$ cat src/rtl/depacketizer_ta.sv
// depacketizer_ta: reassembles PACKETIZER_WIDTH NoC flits into one payload
// {tag, data}, strips the flit/packet headers and presents the result on a
// ready/valid output together with the head flit's dst and vc fields.
//
//   state | meaning
//   ------+-----------------------------------------------------------
//   IDLE  | waiting for a head flit; stray body flits flagged on err_out
//   BODY  | head latched, collecting body flits into payload slice cnt
//   HOLD  | packet complete, valid_out high until ready_in accepts it
module depacketizer_ta #(
   parameter int ADDRESS_WIDTH    = 4,
   parameter int VC_ADDRESS_WIDTH = 1,
   parameter int WIDTH_IN         = 12,
   parameter int WIDTH_OUT        = 36,
   parameter int PACKETIZER_WIDTH = 1,
   parameter int TAG_WIDTH        = 8
) (
   input  logic                        clk,
   input  logic                        rst_n,
   input  logic [WIDTH_OUT-1:0]        data_in,
   input  logic                        valid_in,
   output logic                        ready_out,
   output logic [WIDTH_IN-1:0]         data_out,
   output logic [TAG_WIDTH-1:0]        tag_out,
   output logic [ADDRESS_WIDTH-1:0]    dst_out,
   output logic [VC_ADDRESS_WIDTH-1:0] vc_out,
   output logic                        valid_out,
   input  logic                        ready_in,
   output logic                        err_out
);

   // head payload bits, body payload bits, total payload and buffer widths
   localparam int HP    = WIDTH_OUT - 3 - VC_ADDRESS_WIDTH - ADDRESS_WIDTH;
   localparam int BP    = WIDTH_OUT - 3 - VC_ADDRESS_WIDTH;
   localparam int PAY_W = WIDTH_IN + TAG_WIDTH;
   localparam int BUF_W = HP + (PACKETIZER_WIDTH - 1) * BP;
   localparam int CNT_W = 3;
   localparam logic [CNT_W-1:0] LAST_CNT = CNT_W'(PACKETIZER_WIDTH - 1);
   localparam bit SINGLE = (PACKETIZER_WIDTH == 1);

   // a packet too small for {tag, data} or an unsupported flit count is a
   // build error, caught at elaboration
   if (BUF_W < PAY_W || PACKETIZER_WIDTH < 1 || PACKETIZER_WIDTH > 4) begin : g_capacity_check
      $fatal(1, "depacketizer_ta: packet capacity %0d below payload %0d or bad flit count",
             BUF_W, PAY_W);
   end

   typedef enum logic [1:0] {
      IDLE = 2'd0,
      BODY = 2'd1,
      HOLD = 2'd2
   } state_t;

   state_t                      state_q, state_d;
   logic [CNT_W-1:0]            cnt_q;
   logic [BUF_W-1:0]            buf_q;
   logic [ADDRESS_WIDTH-1:0]    dst_q;
   logic [VC_ADDRESS_WIDTH-1:0] vc_q;
   logic                        err_q, err_d;
   logic                        load_head, load_body;

   logic                        flit_v, flit_h, flit_t, accept;
   logic [VC_ADDRESS_WIDTH-1:0] flit_vc;
   logic [ADDRESS_WIDTH-1:0]    flit_dst;
   logic [HP-1:0]               head_pay;
   logic [BP-1:0]               body_pay;
   logic                        unused_bits;

   assign flit_v   = data_in[WIDTH_OUT-1];
   assign flit_h   = data_in[WIDTH_OUT-2];
   assign flit_t   = data_in[WIDTH_OUT-3];
   assign flit_vc  = data_in[WIDTH_OUT-4 -: VC_ADDRESS_WIDTH];
   assign flit_dst = data_in[WIDTH_OUT-4-VC_ADDRESS_WIDTH -: ADDRESS_WIDTH];
   assign head_pay = data_in[HP-1:0];
   assign body_pay = data_in[BP-1:0];

   assign ready_out = (state_q != HOLD);
   assign valid_out = (state_q == HOLD);
   assign accept    = valid_in && ready_out;

   assign data_out = buf_q[WIDTH_IN-1:0];
   assign tag_out  = buf_q[WIDTH_IN +: TAG_WIDTH];
   assign dst_out  = dst_q;
   assign vc_out   = vc_q;
   assign err_out  = err_q;

   // payload capacity above {tag, data} is carried but never presented
   assign unused_bits = ^buf_q;

   // state and registered error pulse
   always_ff @(posedge clk or negedge rst_n) begin
      if (!rst_n) begin
         state_q <= IDLE;
         err_q   <= 1'b0;
      end else begin
         state_q <= state_d;
         err_q   <= err_d;
      end
   end

   // next-state decode; flits with V=0 fall through with no effect
   always_comb begin
      state_d   = state_q;
      err_d     = 1'b0;
      load_head = 1'b0;
      load_body = 1'b0;
      case (state_q)
         IDLE: begin
            if (accept && flit_v) begin
               if (flit_h) begin
                  load_head = 1'b1;
                  state_d   = (SINGLE || flit_t) ? HOLD : BODY;
               end else begin
                  err_d = 1'b1;
               end
            end
         end
         BODY: begin
            if (accept && flit_v) begin
               if (flit_h) begin
                  // new head aborts the partial packet and restarts with it
                  err_d     = 1'b1;
                  load_head = 1'b1;
                  state_d   = (SINGLE || flit_t) ? HOLD : BODY;
               end else begin
                  load_body = 1'b1;
                  if (cnt_q == LAST_CNT) begin
                     state_d = HOLD;
                     err_d   = !flit_t;
                  end else if (flit_t) begin
                     state_d = HOLD;
                     err_d   = 1'b1;
                  end
               end
            end
         end
         HOLD: begin
            if (ready_in) state_d = IDLE;
         end
         default: state_d = IDLE;
      endcase
   end

   // payload buffer, slice counter and head fields
   always_ff @(posedge clk or negedge rst_n) begin
      if (!rst_n) begin
         buf_q <= '0;
         cnt_q <= '0;
         dst_q <= '0;
         vc_q  <= '0;
      end else if (load_head) begin
         // zero-extending clears every slice not yet written for this packet
         buf_q <= BUF_W'(head_pay);
         cnt_q <= CNT_W'(1);
         dst_q <= flit_dst;
         vc_q  <= flit_vc;
      end else if (load_body) begin
         for (int k = 1; k < PACKETIZER_WIDTH; k++) begin
            if (cnt_q == CNT_W'(k)) buf_q[HP + (k-1)*BP +: BP] <= body_pay;
         end
         cnt_q <= cnt_q + CNT_W'(1);
      end
   end

endmodule

$ cat config.mk
export PLATFORM = sky130hd
export DESIGN_NAME = depacketizer_ta
export DESIGN_NICKNAME = d
export VERILOG_FILES = /design/src/rtl/depacketizer_ta.sv
export SDC_FILE = /design/constraint.sdc
export NUM_CORES = 1
export LEC_CHECK = 0
export CORE_MARGIN = 2
export CORE_UTILIZATION = 39
export CTS_CLUSTER_DIAMETER = 60
export CTS_CLUSTER_SIZE = 12
export DETAILED_ROUTE_END_ITERATION = 10
export PLACE_DENSITY = 0.92
export SYNTH_ARGS = -nofsm -noshare
export SYNTH_HDL_FRONTEND = slang
export SYNTH_SLANG_ARGS = --single-unit
$ cat constraint.sdc
create_clock -name clk -period 4.2 [get_ports clk]
set_clock_uncertainty 0.15 [all_clocks]
set_input_delay 0.63 -clock clk [delete_from_list [all_inputs] [get_ports clk]]
set_output_delay 0.63 -clock clk [all_outputs]
set_load 0.05 [all_outputs]
==> results.md <==
* XOR/XNOR Fraction of Synth Area at 0%
* Static Leakage at 0.0007890 uW
* Mux cell area share after synthesis at 32.30%
* Final worst path period share at 57.97%
* CP Data Required Time at 3420 ps
* DR WL/cell at 15.41 um
* IO buf count at 58
* Min cycle time layout at 2435 ps
* Sequential Power Share at 38.0%
* Design area at 1719 um2
* Relative slew margins at 21.33%
* Die height at 56.92 um
* Io pins at 68
* Startpoint types: flip-flop
* Hold Vio Cnt, Final at 0
* Total CTS buffers at 3
* Std-Cell Core Area at 2710 um2
* Post-CTS Setup Bufs at 0
* Cells after Synth at 59
* Resized cells post-CTS at 0
* Largest family of logic cells by synthesized area: multiplexers
* Hold_buf cts at 0
* Total number of vias at 718
* Drt first pass iters at 4
* Setup TNS at 0 ps
* Synth Area in Simple Gates at 2.978%
* Netlist cell types at 9
* Via/cell ratio at 4.787
* CTS sink cnt at 27
* Initial antenna violation count at 0
* DRC Markers at 0
* CTS HTree Levels at 1
* Worst slack, placed at 1747 ps
* Switching part of the total power at 40.77%
* Combinational power share at 49.7%
* Clock power share at 12.3%
* Switching pwr at 373.1 uW
* Starting density of the core at 40.30%
* Register area share after synthesis at 61.86%
* Largest net degree at the start of global routing at 28
* Share of cells above drive strength 1 at 25.21%
* PD cells at 532.2 nW/um2
* Worst skew pair latency at 320 ps
* Syn avg cell area at 18.51 um2
* Ys Warns at 0
* Status: complete, no violations
* Post-Syn Area at 1092 um2
* Arrival @ worst endpoint at 1650 ps
* Post-DP HPWL at 1737 um
* Nets at 160
* CTS Buffer Depth at 2
* CP Max Fanout at 4
* RSZ-0062 raised after global routing: no
* Net Count, Synth at 99
* Post-DP Area at 1689 um2
* DIE AREA at 3240 um2
* Antenna viol nets, final at 0
* Area Growth Syn to Fin at 57.39%
* Global-route wire length before repair at 3891 um
* Setup ws final at 1765 ps
* Initial DRC Count at 11
* Gr usage total at 16.00%
* Clk slew on worst S/H paths at 150 ps
* Max-Cap Viols at 0
* Slew @ Worst Pin at 1176 ps
* Synth Area in Compound Gates at 0.4582%
* Crit path kind: flip-flop to primary output
* Routed WL at 2312 um
* Adder-Cell Fraction of Synth Area at 0%
* Finished Core Util at 63.43%
* # rows at 19
* TritonCTS clock tree: done
* Setup violators final at 0
* Root Buffer: clkbuf_4
* Maximum vdd drop at 0.3455 mV
* Final Max Slew Viols at 0
* Total grt overflow at 0
* Final Hold Slack at 364.2 ps
* Die Width at 56.92 um
* Most frequent cells in the layout: clkdlybuf4s50_1 (58), dfrtp_1 (27), mux2_4 (19)
* Max Clk Rate at 410.7 MHz
* #FFs+latches synth at 27
* Vias in the first global route at 748
* HP Class: flip-flop to flip-flop
* GP Congestion at 0.7236
* Crit path capture type: primary output
* Diodes inserted at 0
* Int Power at 541.9 uW
* Commonest non-fill, non-tap cell in the layout: clkdlybuf4s50_1
critical path, cell delays in order (launching register included):
cell and delay (ps):
dfrtp_1 440, inv_1 80, clkdlybuf4s50_1 800
power by group through the flow:
stage | Combinational, uW | Clock [uW] | Sequential [uW]
after floorplan | 86.9 | 0 | 556
after global placement | 452 | 0 | 349
after detailed placement | 457 | 0 | 354
after CTS | 459 | 119 | 349
after global routing | 471 | 129 | 356
final | 455 | 113 | 348
per-stage QoR:
step	power, uW	cells
6_report	915.0	150
5_1_grt	955.8	150
4_1_cts	926.9	150
3_5_place_dp	811.2	146
3_3_place_gp	800.9	146
2_1_floorplan	643.0	59
Yosys cell counts (all sizes together):
master | n | area, um2
nand4b | 1 | 23.77
o21ai | 1 | 5.000
nor3 | 1 | 5.000
nand2 | 1 | 3.750
mux2 | 25 | 352.8
inv | 1 | 3.750
dfrtp | 27 | 675.7
buf | 2 | 22.52
worst paths after layout:
| path | start | endpoint | slack, ps | cells past startpoint |
|---|---|---|---|---|
| setup / recovery | state_q[1]$_DFFE_PN0P_ | ready_out | 1770 | 2 |
| hold / removal | state_q[1]$_DFFE_PN0P_ | err_out$_DFF_PN0_ | 360 | 1 |
| setup reg to reg | state_q[1]$_DFFE_PN0P_ | buf_q[19]$_DFFE_PN0P_ | 2430 | 2 |
| hold reg to reg | state_q[1]$_DFFE_PN0P_ | err_out$_DFF_PN0_ | 360 | 1 |
| max in group asynchronous | rst_n | buf_q[11]$_DFFE_PN0P_ | 2440 | 1 |
| min in group asynchronous | rst_n | buf_q[5]$_DFFE_PN0P_ | 760 | 1 |
final cells by class:
type	instances	area, um2
tap	31	38.79
clock buffer	3	22.52
multi-input combinational	29	390.4
clock inverter	1	7.507
timing repair buffer	58	580.6
sequential	27	675.6
fill	213	991.0
inverter	1	3.754
per-layer routing:
| layer | up-vias | routed length, um | GRT usage, % | share of wire (%) |
|---|---|---|---|---|
| met4 | 0 | 17 | 5.980 | 0.74 |
| met5 | - | 0 | 0 | 0 |
| met1 | 349 | 955 | 20.47 | 41 |
| li1 | 332 | - | - | - |
| met2 | 35 | 1139 | 25.12 | 49 |
| met3 | 2 | 200 | 5.530 | 8.7 |
cell families (layout without fill, tap and decap cells):
kind of cell	after synthesis	in the layout
compound gates	1	1
buf+inv	3	63
flops	27	27
mux	25	25
simple gates	3	3
flip-flops by register name (all words and copies together) (netlist names):
signal / flops
buf_q: 20
err_out: 1
dst_out: 4
state_q: 1
vc_out: 1
Power figures use the tool's default switching activity.
